File: src/rtl/abs16_rr_arbiter.sv
// abs16_rr_arbiter
//   Shares one combinational abs16 datapath between NREQ valid/ready
//   requesters. A rotating-priority grant selects one operand per cycle.
//   The magnitude is captured in a single response register, tagged with
//   the index of the requester that produced it.
//
// Ports
//   clk, rst_n      clock, asynchronous active-low reset
//   req_valid[NREQ] per-requester request valid
//   req_data        NREQ*N operands, requester i at [i*N +: N]
//   req_ready[NREQ] one-hot-or-zero accept (combinational)
//   rsp_valid       response register holds a result
//   rsp_data        |operand| (0x8000 maps to 0x8000)
//   rsp_id          requester index of rsp_data
//   rsp_ovf         operand was 0x8000
//   rsp_ready       consumer accepts the response
//   ovf_count       saturating count of accepted 0x8000 operands

// Two's-complement absolute value. 0x8000 has no positive counterpart.
// It passes through unchanged and is flagged.
module abs16 (
  input  logic [15:0] a,
  output logic [15:0] y,
  output logic        ovf
);
  assign y   = a[15] ? (~a + 16'd1) : a;
  assign ovf = (a == 16'h8000);
endmodule

module abs16_rr_arbiter #(
  parameter int N    = 16,
  parameter int NREQ = 4,
  parameter int IDW  = $clog2(NREQ)
) (
  input  logic              clk,
  input  logic              rst_n,
  input  logic [NREQ-1:0]   req_valid,
  input  logic [NREQ*N-1:0] req_data,
  output logic [NREQ-1:0]   req_ready,
  output logic              rsp_valid,
  output logic [N-1:0]      rsp_data,
  output logic [IDW-1:0]    rsp_id,
  output logic              rsp_ovf,
  input  logic              rsp_ready,
  output logic [7:0]        ovf_count
);

  typedef enum logic {EMPTY = 1'b0, FULL = 1'b1} state_t;

  state_t          state_q, state_d;
  logic [IDW-1:0]  ptr_q;
  logic [IDW-1:0]  ptr_nxt;
  logic [NREQ-1:0] grant;
  logic [IDW-1:0]  gidx;
  logic            found;
  logic [IDW:0]    idx;
  logic            cap;
  logic            accept;
  logic [N-1:0]    op;
  logic [15:0]     abs_y;
  logic            abs_ovf;

  // Rotating search starting at ptr_q. The extra bit in idx absorbs
  // ptr+k before the wrap, so non-power-of-two NREQ also wraps correctly.
  always_comb begin
    grant = '0;
    gidx  = '0;
    found = 1'b0;
    idx   = '0;
    for (int k = 0; k < NREQ; k++) begin
      idx = {1'b0, ptr_q} + (IDW+1)'(k);
      if (idx >= (IDW+1)'(NREQ)) idx = idx - (IDW+1)'(NREQ);
      if (!found && req_valid[idx[IDW-1:0]]) begin
        found                = 1'b1;
        grant[idx[IDW-1:0]]  = 1'b1;
        gidx                 = idx[IDW-1:0];
      end
    end
  end

  // A slot is free when the register is empty or drains this edge.
  // rst_n gates the grant, so nothing is accepted while reset is held.
  assign cap       = ~rsp_valid | rsp_ready;
  assign req_ready = (rst_n && cap) ? grant : '0;
  assign accept    = |req_ready;

  // Operand mux feeds the single shared datapath. gidx depends only on
  // valids and ptr, so req_data never reaches req_ready.
  assign op = req_data[int'(gidx)*N +: N];

  abs16 u_abs (
    .a   (op),
    .y   (abs_y),
    .ovf (abs_ovf)
  );

  assign ptr_nxt = (gidx == IDW'(NREQ-1)) ? '0 : gidx + 1'b1;

  // Response-register occupancy.
  always_comb begin
    state_d = state_q;
    case (state_q)
      EMPTY:   if (accept) state_d = FULL;
      FULL:    if (rsp_ready && !accept) state_d = EMPTY;
      default: state_d = EMPTY;
    endcase
  end

  always_ff @(posedge clk or negedge rst_n) begin
    if (!rst_n) state_q <= EMPTY;
    else        state_q <= state_d;
  end

  assign rsp_valid = (state_q == FULL);

  // Payload loads only on accept. On a plain consume it holds its last value.
  always_ff @(posedge clk or negedge rst_n) begin
    if (!rst_n) begin
      rsp_data <= '0;
      rsp_id   <= '0;
      rsp_ovf  <= 1'b0;
      ptr_q    <= '0;
    end else if (accept) begin
      rsp_data <= abs_y;
      rsp_id   <= gidx;
      rsp_ovf  <= abs_ovf;
      ptr_q    <= ptr_nxt;
    end
  end

  always_ff @(posedge clk or negedge rst_n) begin
    if (!rst_n)                                        ovf_count <= '0;
    else if (accept && abs_ovf && ovf_count != 8'hFF) ovf_count <= ovf_count + 8'd1;
  end

endmodule

File: config.mk
export PLATFORM = sky130hd
export DESIGN_NAME = abs16_rr_arbiter
export DESIGN_NICKNAME = d
export VERILOG_FILES = /design/src/rtl/abs16_rr_arbiter.sv
export SDC_FILE = /design/constraint.sdc
export NUM_CORES = 1
export LEC_CHECK = 0
export BUFFER_PORTS_ARGS = -buffer_cell sky130_fd_sc_hd__buf_2
export CORE_MARGIN = 2
export CORE_UTILIZATION = 56
export DETAILED_ROUTE_END_ITERATION = 10
export GPL_TIMING_DRIVEN = 1
export PLACE_DENSITY = 0.95
export SYNTH_ARGS = -nofsm -noshare
export SYNTH_HDL_FRONTEND = slang
export SYNTH_SLANG_ARGS = --single-unit
File: constraint.sdc
create_clock -name clk -period 7.7 [get_ports clk]
set_input_delay 1.925 -clock clk [delete_from_list [all_inputs] [get_ports clk]]
set_output_delay 1.925 -clock clk [all_outputs]
set_load 0.05 [all_outputs]
Word level (Yosys, flattened, before mapping)
Cells that the tools add are included.
{"block": "op_classes", "muxes": 37, "reduce_logical": 16, "addsub": 10, "shift": 1, "n_eq_ne": 3, "bitwise": 6, "order_cmp": 12}
{"op": "indexed part select 64 x 7 -> 16 bit", "count": 1}
{"op": "two-way mux 4 bit", "count": 5}
{"op": "two-way mux 2 bit", "count": 9}
{"op": "adder 16 x 1 -> 16 bit, second input constant", "count": 1}
{"op": "equality test 16 bit, second input constant", "count": 1}
{"op": "two-way mux 16 bit", "count": 1}
{"op": "inverter 16 bit", "count": 1}
{"op": "two-way mux 1 bit", "count": 13}
{"op": "< comparator 2 x 3 -> 1 bit, second input constant", "count": 4}
{"op": "OR 4 bit", "count": 3}
{"op": "logical AND 1 bit", "count": 11}
{"op": "greater-or-equal comparator 3 bit, second input constant", "count": 3}
{"op": "adder 8 x 1 -> 8 bit, second input constant", "count": 1}
{"op": "binary-select mux 1 bit (select 2 bit)", "count": 4}
{"op": "demux 1 bit (select 2 bit)", "count": 4}
{"op": "greater-or-equal comparator 2 x 1 -> 1 bit, second input constant", "count": 4}
{"op": "inequality test 8 bit, second input constant", "count": 1}
{"op": "subtractor 2 x 1 -> 2 bit, second input constant", "count": 4}
{"op": "adder 2 x 2 -> 3 bit, second input constant", "count": 2}
{"op": "zero test 1 bit", "count": 4}
{"op": "OR reduction 4 bit", "count": 1}
{"op": "adder 2 x 1 -> 3 bit, second input constant", "count": 1}
{"op": "greater-or-equal comparator 2 x 3 -> 1 bit, second input constant", "count": 1}
{"op": "adder 2 x 1 -> 2 bit, second input constant", "count": 1}
{"op": "4 further kinds", "count": 4}
{"block": "word_totals", "wordCells": 91, "register_bits": 30, "inputBits": 71, "output_inout_bits": 32}

Depth between registers and ports, before layout
Gate-level depths: netlist of run 1.
{"block": "logic_depth", "ltp_word": 20, "mapped_depth": 15, "depth_no_buf": 11}

Hierarchy
From an unflattened synthesis of run 1, not the netlist that was laid out.
{"block": "hier_totals", "cells_unflattened": 293, "area_unflattened_um2": 2817.7}
{"module": "abs16_rr_arbiter", "cells_each": 246, "instances": 1, "seq_area_each_um2": 750.7, "area_per_inst_um2": 2408.6}
{"module": "abs16", "cells_each": 47, "instances": 1, "seq_area_each_um2": 0.0, "area_per_inst_um2": 409.1}

Least setup slack after synthesis of run 1
Ideal clock, no wire load.
{"block": "synth_path", "kind": "input port to output port", "startpoint": "input port req_valid[3]", "endpoint": "output port req_ready[3]", "path_stages": 5, "path_buffers": 1, "required_time_ns": 5.775, "arrival_time_ns": 3.385, "setup_slack_ns": 2.390, "cell_sequence": "clkbuf_1 > mux4_2 > nor4_2 > a221oi_1 > inv_1"}
{"block": "synth_via", "elab_chain_cells": 13, "word_cells_on_any_way": 25, "cone_classes": "16 x mux; 3 x bitwise; 6 x reduce/logical"}
{"item": "from (decl)", "line_no": "37", "text": "input logic [NREQ-1:0] req_valid,"}
{"item": "binary-select mux 1 bit (select 2 bit)", "line_no": "73", "text": "if (!found && req_valid[idx[IDW-1:0]]) begin"}
{"item": "two-way mux 1 bit (not written as such)", "line_no": "73"}
{"item": "two-way mux 1 bit", "line_no": "73"}
{"item": "zero test 1 bit", "line_no": "73"}
{"item": "logical AND 1 bit", "line_no": "73"}
{"item": "two-way mux 1 bit", "line_no": "73"}
{"item": "zero test 1 bit", "line_no": "73"}
{"item": "logical AND 1 bit", "line_no": "73"}
{"item": "two-way mux 1 bit", "line_no": "73"}
{"item": "zero test 1 bit", "line_no": "73"}
{"item": "logical AND 1 bit", "line_no": "73"}
{"item": "two-way mux 4 bit *", "line_no": "73"}
{"item": "two-way mux 4 bit *", "line_no": "84", "text": "assign req_ready = (rst_n && cap) ? grant : '0;"}
{"item": "to (decl)", "line_no": "39", "text": "output logic [NREQ-1:0] req_ready,"}
Mark *: on every way between the ends. The rest lies on a longest branch, timed or not. The select of a mux whose other input is x is not followed.

Final worst setup path of run 1
{"block": "layout_path", "startpoint": "input port rst_n", "endpoint": "output port req_ready[3]"}
{"block": "layout_via", "elab_chain_cells": 2}
{"item": "from (decl)", "line_no": "36", "text": "input logic rst_n,"}
{"item": "logical AND 1 bit", "line_no": "84"}
{"item": "two-way mux 4 bit", "line_no": "84"}
No other way between the ends.

==> results of run 1 <==
worst paths after layout:
check | startpoint | end | slack [ps]
worst max-delay path | rst_n | req_ready[3] | 2080
worst min-delay path | rsp_data[2]$_DFFE_PN0P_ | rsp_data[2]$_DFFE_PN0P_ | 480
worst max register to register | ptr_q[0]$_DFFE_PN0P_ | ovf_count[1]$_DFFE_PN0P_ | 3050
worst min register to register | rsp_data[2]$_DFFE_PN0P_ | rsp_data[2]$_DFFE_PN0P_ | 480
max in group asynchronous | rst_n | rsp_ovf$_DFFE_PN0P_ | 5590
min in group asynchronous | rst_n | ovf_count[6]$_DFFE_PN0P_ | 1660
report_power, final:
part | internal [mW] | switching (mW) | total, mW
Combinational | 0.430 | 0.767 | 1.20
Sequential | 0.217 | 0.0567 | 0.274
Clock | 0.103 | 0.0600 | 0.163
Total | 0.751 | 0.884 | 1.63
through the flow:
step / setup slack (ps) / hold WS (ps) / util / cells / total power, mW
global route: 1865 / 499.4 / 0.7046 / 502 / 1.739
detailed placement: 2046 / 465.9 / 0.6829 / 495 / 1.459
CTS: 2054 / 479.2 / 0.7046 / 502 / 1.628
finish: 2077 / 476.2 / 0.7046 / 502 / 1.635
floorplan: 2390 / 736.2 / - / 341 / 1.264
global placement: 2150 / 446.2 / 0.6829 / 495 / 1.405
cells by family after synthesis:
logic type | count (synthesis) | synth area share
xor+xnor | 17 | 0.04869
compound gates | 62 | 0.1404
mux | 67 | 0.2488
flops | 30 | 0.2455
buf+inv | 26 | 0.05278
fa+ha+maj | 9 | 0.03683
simple gates | 130 | 0.2271
synth_stat cells (6+ instances only):
library cell   n  area (um^2)
mux2i_1       42        420.4
nand2_1       36        135.1
dfrtp_1       30        750.7
nor2_1        25        93.84
nor3_1        20        100.1
a21oi_1       16        80.08
mux2_2        16        180.2
nand3_1       12        60.06
buf_2         11        55.05
xor2_1        11        96.34
o21ai_0       10        50.05
ha_1           9        112.6
o21ai_1        8        40.04
a221oi_1       7        61.31
a31oi_1        6        37.54
inv_1          6        22.52
xnor2_1        6        52.55
critical path, cell delays in order:
cell      delay [ps]
buf_2            520
nand2_1          280
nor4_2           430
a221oi_1         200
inv_1             80
buf_2            250
layout make-up:
class,count,area (um^2)
Tap cell,70,87.58
Clock buffer,6,82.58
Fill cell,384,1528
Inverter,6,22.52
Clock inverter,1,30.03
Timing Repair Buffer,104,525.5
Multi-Input combinational cell,285,2146
Sequential cell,30,750.7
state kept, by name, indices dropped and copies added, names as in the netlist:
| name | cells |
|---|---|
| ovf_count | 8 |
| ptr_q | 2 |
| rsp_data | 16 |
| rsp_id | 2 |
| rsp_ovf | 1 |
| rsp_valid | 1 |
metal layers:
metal  track usage  wire (um)
met1        0.3112       3057
met2        0.4914       4177
met3       0.02907        495
met4        0.1368        255
met5             0          0
==> qor.txt, run 1 <==
Status - complete, no violations
Clock Skews - 5.805 ps
WP data arrival - 3700 ps
Worst Tran Pin Value - 902.3 ps
Max cap viols - 0
Vias in the first global route - 2999
Peak VDD IR - 0.2979 mV
First-pass GRT wire length - 13340 um
Ys Warns - 0
Synthesized Nets - 421
CP Class - input port to output port
Final setup violation count - 0
Setup TNS - 0 ps
Layout cell share with drive strength beyond 1 - 0.3356
Clk Latency, worst-skew pair - 290 ps
H-tree depth - 2
Post-Syn Area per Cell - 8.968 um^2
Commonest non-fill, non-tap cell in the layout - buf_2
DP Wirelength - 5970 um
Synth Cell Area - 0.003058 mm^2
Setup crit end kind - output port
Via count - 3032
Hold Vio Cnt, Final - 0
Hold Path Stages - 2
Tmin final - 5623 ps
Port buffer count - 102
Die height - 77.90 um
DRT Pass-1 Iters - 4
Nets@finish - 512
CTS-repair resized insts - 0
Pwr per Cell Area - 448.5 mW/mm^2
Cell area after layout - 0.003645 mm^2
Startpoint types - input port
Placed Area - 0.003532 mm^2
Final Cycle Share - 0.7302
Starting Density - 0.5912
Row cnt - 26
Seq cells post-synth - 30
Overall global routing resource usage - 0.2700
Initial antenna violation count - 0
Reg2reg path depth - 11
Placer's final routability congestion estimate - 0.9087
Wire per inst - 15.91 um
Die Area - 0.006068 mm^2
Final Routed Wirelength - 7985 um
Crit path max fanout - 31
Hold Path Class - register to register
DR iter-0 viols - 199
CTS root buf - clkbuf_8
Ys flop type - dfrtp_1
Asr flop ratio synth - 1.000
Fmax - 177.9 MHz
Post-synthesis cell count - 341
Grt total ovfl - 0
Vias per Instance - 6.040
CP required - 5780 ps
Max-slew headroom - 0.3985
Worst-path clk slew - 60 ps
IO Pins - 103
Number of synthesized flops with an enable pin - 0
Post-CTS setup buffer count - 0
Sink Count - 30
Largest net degree at the start of global routing - 47
Core box area - 0.005172 mm^2
RSZ-0062 raised after global routing - no
Commonest non-fill, non-tap cells in the layout - 102 x buf_2, 42 x mux2i_1, 36 x nand2_1
Synth-to-layout area growth - 19.19%
CTS tree - done
Number of buffers created by CTS - 5
Clock Tree Buf Depth - 2
Post-route ant nets - 0
Leak pwr - 1.793 nW
Synth unique cells - 56
Hold Buf Count CTS - 0
Die W - 77.90 um
DRC - 0
Register area share after synthesis - 0.2455
Final max-slew violation count - 0
Antenna cells - 0
No activity file was read; power rests on OpenSTA's default activity.
==> run 2: changes to the inputs <==
- ABC_AREA: not set -> 1
- CORE_UTILIZATION: 56 -> 46
- PLACE_DENSITY: 0.95 -> 0.89
- clock period: 7.7 -> 4.6 ns (I/O delays scaled with it)
==> qor.txt, run 2 <==
Status - complete, no violations
Worst-path clk slew - 60 ps (about the same)
Number of buffers created by CTS - 5 (unchanged)
Vias per Instance - 5.400 (-11%)
Antenna cells - 0 (unchanged)
Synth Cell Area - 0.002898 mm^2 (-5.2%)
Most frequent cells after synthesis - 170 x nand2_1, 92 x nand3_1, 30 x dfrtp_1
First-pass GRT wire length - 13300 um (-0.31%)
Number of synthesized flops with an enable pin - 0 (unchanged)
Startpoint types - register
Synthesized Nets - 527 (+25%)
Setup TNS - 0 ps (unchanged)
Max-slew headroom - 0.5591 (+0.1606)
Overall global routing resource usage - 0.2281 (-0.04185)
Max incr delay on CP - 700 ps (+180 ps)
Fin Hold WS - 477.2 ps (+0.9660 ps)
H-tree depth - 2 (unchanged)
CP delay by family, top - simple AND/OR/NAND/NOR gates
Post-Syn Area per Cell - 6.483 um^2 (-28%)
Placer's final routability congestion estimate - 0.9618 (+5.8%)
Row cnt - 28 (+7.7%)
Asr flop ratio synth - 1.000 (unchanged)
Worst-path cell with the longest stage delay - dfrtp_1
DR iter-0 viols - 249 (+25%)
Ys Warns - 0 (unchanged)
Die height - 83.37 um (+7.0%)
CP Cell Sequence - inv_2 -> ha_1 -> inv_1 -> nand3_1 -> nand2_2 -> a21oi_2 -> nand2_2 -> nand2_8 -> inv_2 -> nand2_1 -> nand2_1 -> nand2_1 -> nand2_1 -> inv_1 -> ha_1 -> nand3_2 -> nor2_8 -> nand2_4 -> nor2_8 -> nand3_4 -> nand2_1 -> nand2_1
Nets@finish - 621 (+21%)
Port buffer count - 102 (unchanged)
Synth unique cells - 35 (-38%)
Starting Density - 0.4837 (-0.1075)
Share of the synthesized area in the top cell type - 0.2591 (+0.01357)
Hold Vio Cnt, Final - 0 (unchanged)
Crit path max fanout - 37 (+19%)
Sink Count - 30 (unchanged)
Final Routed Wirelength - 7995 um (+0.13%)
CTS tree - done
Wire per inst - 12.96 um (-19%)
Post-synthesis cell count - 447 (+31%)
CTS root buf - clkbuf_8
Vias in the first global route - 2910 (-3.0%)
Final setup violation count - 0 (unchanged)
Synth area leader - dfrtp_1
IO Pins - 103 (unchanged)
DRT Pass-1 Iters - 4 (unchanged)
Via count - 3332 (+9.9%)
CP Class - register to register
Hold Buf Count CTS - 0 (unchanged)
Grt total ovfl - 0 (unchanged)
WP data arrival - 4260 ps (+560 ps)
Largest net degree at the start of global routing - 38 (-19%)
Ys flop type - dfrtp_1
Register area share after synthesis - 0.2591 (+0.01357)
Synth-to-layout area growth - 20.38%
Layout cell share with drive strength beyond 1 - 0.2712 (-0.06443)
Commonest non-fill, non-tap cell in the layout - nand2_1
CTS-repair resized insts - 0 (unchanged)
Clock Tree Buf Depth - 2 (unchanged)
Tmin final - 4088 ps
Synth area leaders - dfrtp_1 26%, nand2_1 22%, nand3_1 16%
Seq cells post-synth - 30 (unchanged)
Post-CTS setup buffer count - 0 (unchanged)
Final max-slew violation count - 0 (unchanged)
Biggest regs - rsp_data (16), ovf_count (8)
Worst Tran Pin Value - 660.7 ps (-241.6 ps)
Initial antenna violation count - 0 (unchanged)
Cell with the most instances after synthesis - nand2_1
Clock Skews - 3.121 ps (-2.684 ps)
Final Cycle Share - 0.8888
Crit-path most repeated cell - nand2_1
Max cap viols - 0 (unchanged)
Die Area - 0.006951 mm^2 (+15%)
Post-route ant nets - 0 (unchanged)
Core box area - 0.005991 mm^2 (+16%)
Setup crit end kind - register
WP buf/inv - 4 (+1)
DP Wirelength - 6302 um (+5.6%)
Hold Path Class - register to register
Fmax - 244.6 MHz
Commonest non-fill, non-tap cells in the layout - 170 x nand2_1, 102 x buf_2, 92 x nand3_1
Top reg by flops - rsp_data
Max reg flops - 16 (unchanged)
DRC - 0 (unchanged)
CP required - 4770 ps (-1010 ps)
Clk Latency, worst-skew pair - 280 ps (about the same)
RSZ-0062 raised after global routing - no
Die W - 83.37 um (+7.0%)
-- run 2: worst paths after layout --
path | slack (ps) | cells past startpoint | startpoint | to
worst min-delay path | 480 | 2 | rsp_data[13]$_DFFE_PN0P_ | rsp_data[13]$_DFFE_PN0P_
worst max register to register | 510 | 22 | ptr_q[0]$_DFFE_PN0P_ | ovf_count[0]$_DFFE_PN0P_
min in group asynchronous | 920 | 2 | rst_n | rsp_data[6]$_DFFE_PN0P_
worst max-delay path | 510 | 22 | ptr_q[0]$_DFFE_PN0P_ | ovf_count[0]$_DFFE_PN0P_
max in group asynchronous | 3400 | 2 | rst_n | rsp_data[4]$_DFFE_PN0P_
worst min register to register | 480 | 2 | rsp_data[13]$_DFFE_PN0P_ | rsp_data[13]$_DFFE_PN0P_
-- run 2: layout make-up --
cell class | count | area (um^2)
Clock buffer | 7 | 86.33
Tap cell | 75 | 93.84
Sequential cell | 30 | 750.7
Fill cell | 552 | 2502
Inverter | 31 | 116.4
Clock inverter | 1 | 5.005
Timing Repair Buffer | 105 | 533.0
Multi-Input combinational cell | 368 | 1903
-- run 2: cells by family after synthesis --
| group | synth area share |
|---|---|
| simple gates | 0.5432 |
| buf+inv | 0.08506 |
| flops | 0.2591 |
| compound gates | 0.04664 |
| xor+xnor | 0.02720 |
| fa+ha+maj | 0.03886 |
-- run 2: tightest hold or removal path, stage by stage, from the launching register on --
cell and delay (ps):
dfrtp_1 340, nand2_1 50, nand2_1 50
-- run 2: through the flow --
stage               worst slack, ps    util  cells  area (um^2)
floorplan                      1189       -    447         2898
global placement              644.9  0.5670    609         3397
detailed placement            521.0  0.5670    609         3397
CTS                           540.0  0.5823    617         3488
global route                  118.6  0.5823    617         3488
finish                        511.7  0.5823    617         3488
-- run 2: metal layers --
metal | track usage | vias to the layer above | wire, um
li1 | - | 1654 | -
met1 | 0.3222 | 1485 | 3541
met2 | 0.3673 | 183 | 3699
met3 | 0.03082 | 10 | 647
met4 | 0.05961 | 0 | 106
met5 | 0 | - | 0
Power of run 2 is not shown: default switching activity piles up to over one toggle a cycle in this logic, so the estimate is an artifact.
==> run 3: changes to the inputs <==
- ABC_AREA: 1 -> not set
- CORE_UTILIZATION: 46 -> 47
==> qor.txt, run 3 (synthesis results as in run 1) <==
Die W - 84.66 um (+1.5%)
Commonest non-fill, non-tap cell in the layout - buf_2
WP buf/inv - 3 (-1)
IO Pins - 103 (unchanged)
Final Routed Wirelength - 8180 um (+2.3%)
Final max-slew violation count - 0 (unchanged)
Setup slack, reg-to-reg - 490 ps (-20 ps)
Vias in the first global route - 2875 (-1.2%)
Nets@finish - 518 (-17%)
Max incr delay on CP - 760 ps (+60 ps)
Reg2Reg Capture Point - ovf_count[1]$_DFFE_PN0P_
DP Wirelength - 6291 um (-0.18%)
Sink Count - 30 (unchanged)
Max reg flops - 16 (unchanged)
RSZ-0062 raised after global routing - no
Hold path endpoint - rsp_data[15]$_DFFE_PN0P_
Via count - 3016 (-9.5%)
Worst-path cell with the longest stage delay - dfrtp_1
Peak VDD IR - 0.4564 mV
CP delay by family, top - flip-flops
Commonest non-fill, non-tap cells in the layout - 102 x buf_2, 42 x mux2i_1, 36 x nand2_1
Place WS - 472.9 ps (-48.10 ps)
Fmax - 234.8 MHz (-4.0%)
Core box area - 0.006314 mm^2 (+5.4%)
Antenna cells - 0 (unchanged)
Number of buffers created by CTS - 5 (unchanged)
Synth-to-layout area growth - 21.93%
Startpoint types - register
Worst Tran Pin Value - 641.0 ps (-19.63 ps)
Final cell count without fillers - 516 (-16%)
Hold Path Class - register to register
Hold path start - rsp_data[15]$_DFFE_PN0P_
DRC - 0 (unchanged)
Hold Vio Cnt, Final - 0 (unchanged)
Hold Path Stages - 2 (unchanged)
Max cap viols - 0 (unchanged)
Die Area - 0.007167 mm^2 (+3.1%)
Placed cell count - 508 (-17%)
Initial antenna violation count - 0 (unchanged)
Post-CTS setup buffer count - 0 (unchanged)
H-tree depth - 2 (unchanged)
Overall global routing resource usage - 0.2253 (-0.002821)
Clock Tree Buf Depth - 2 (unchanged)
Post-route ant nets - 0 (unchanged)
Port buffer count - 102 (unchanged)
Placer's final routability congestion estimate - 0.8375 (-13%)
DRT Pass-1 Iters - 4 (unchanged)
DR iter-0 viols - 177 (-29%)
CP required - 3450 ps (-1320 ps)
Layout cell share with drive strength beyond 1 - 0.3462 (+0.07502)
Setup crit end kind - output port
Final setup violation count - 0 (unchanged)
Setup TNS - 0 ps (unchanged)
Crit path max fanout - 16 (-57%)
CTS root buf - clkbuf_8
Row cnt - 29 (+3.6%)
Wire per inst - 15.85 um (+22%)
Pwr per Cell Area - 761.8 mW/mm^2
Top reg by flops - rsp_data
First-pass GRT wire length - 13320 um (+0.11%)
Worst-path clk slew - 70 ps (about the same)
CTS-repair resized insts - 0 (unchanged)
Grt total ovfl - 0 (unchanged)
Tmin final - 4259 ps (+171.0 ps)
Max-slew headroom - 0.5726 (+0.01357)
CP Cell Sequence - inv_1 -> ha_1 -> mux4_2 -> nand3b_1 -> a21oi_1 -> a221oi_1 -> inv_1 -> buf_2
Status - complete, no violations
Biggest regs - rsp_data (16), ovf_count (8)
CTS tree - done
Hold Buf Count CTS - 0 (unchanged)
Final Cycle Share - 0.9259 (+0.03717)
Largest net degree at the start of global routing - 31 (-18%)
Final setup margin - 340.7 ps (-171.0 ps)
Clk Latency, worst-skew pair - 290 ps (about the same)
Reg2reg start - ptr_q[1]$_DFFE_PN0P_
Leak pwr - 1.836 nW
Crit-path most repeated cell - inv_1
Reg2reg path depth - 11 (-50%)
Die height - 84.66 um (+1.5%)
Starting Density - 0.4843 (+0.0006349)
CP Class - register to output port
WP data arrival - 3110 ps (-1150 ps)
Vias per Instance - 5.845 (+8.2%)
Clock Skews - 7.488 ps (+4.368 ps)
## run 3: cell count changes in the layout (fill, tap and decap cells not counted), moves of 15 or more
cell	previous run	this run
nand2_1	170	36
nor3_1	2	20
mux2i_1	0	42
a21oi_1	1	16
mux2_2	0	16
nand3_1	92	12
inv_1	28	6
## run 3: worst max-delay path by stage
| stage | startpoint | end | slack, ps | cells past startpoint |
|---|---|---|---|---|
| floorplan | req_valid[1] | ovf_count[1]$_DFFE_PN0P_ | 690 | 13 |
| global placement | req_valid[2] | ovf_count[1]$_DFFE_PN0P_ | 690 | 11 |
| detailed placement | req_valid[2] | ovf_count[1]$_DFFE_PN0P_ | 470 | 11 |
| CTS | ptr_q[1]$_DFFE_PN0P_ | req_ready[2] | 390 | 8 |
| global route | ptr_q[1]$_DFFE_PN0P_ | req_ready[1] | 160 | 7 |
| finish | ptr_q[1]$_DFFE_PN0P_ | req_ready[2] | 340 | 8 |
## run 3: worst min-delay path: stages (launching register included)
cell and delay [ps]:
dfrtp_1 340, nand2_1 50, o41ai_1 50
## run 3: through the flow
step                hold slack (ps)  area [um^2]  utilization  power, mW
floorplan                     736.2         3058            -      2.117
global route                  496.0         3729       0.5906      3.033
global placement              449.8         3586       0.5680      2.427
finish                        470.6         3729       0.5906      2.841
detailed placement            464.3         3586       0.5680      2.488
CTS                           477.9         3729       0.5906      2.837
## run 3: layer usage
layer	track usage	share of wire	vias to the layer above
li1	-	-	1462
met5	0	0	-
met4	0.04473	0.012	0
met3	0.04031	0.049	17
met1	0.2660	0.41	1428
met2	0.4252	0.53	109
## run 3: cell type report
type,count,area [um^2]
fill,548,2585
multi-input combinational,285,2146
sequential,30,750.7
timing repair buffer,110,570.5
tap,77,96.34
clock buffer,6,82.58
clock inverter,2,60.06
inverter,6,22.52
## run 3: power by group
group	switching [mW]	total [mW]	internal [mW]
Combinational	1.31	2.07	0.757
Sequential	0.0734	0.437	0.364
Clock	0.102	0.333	0.231
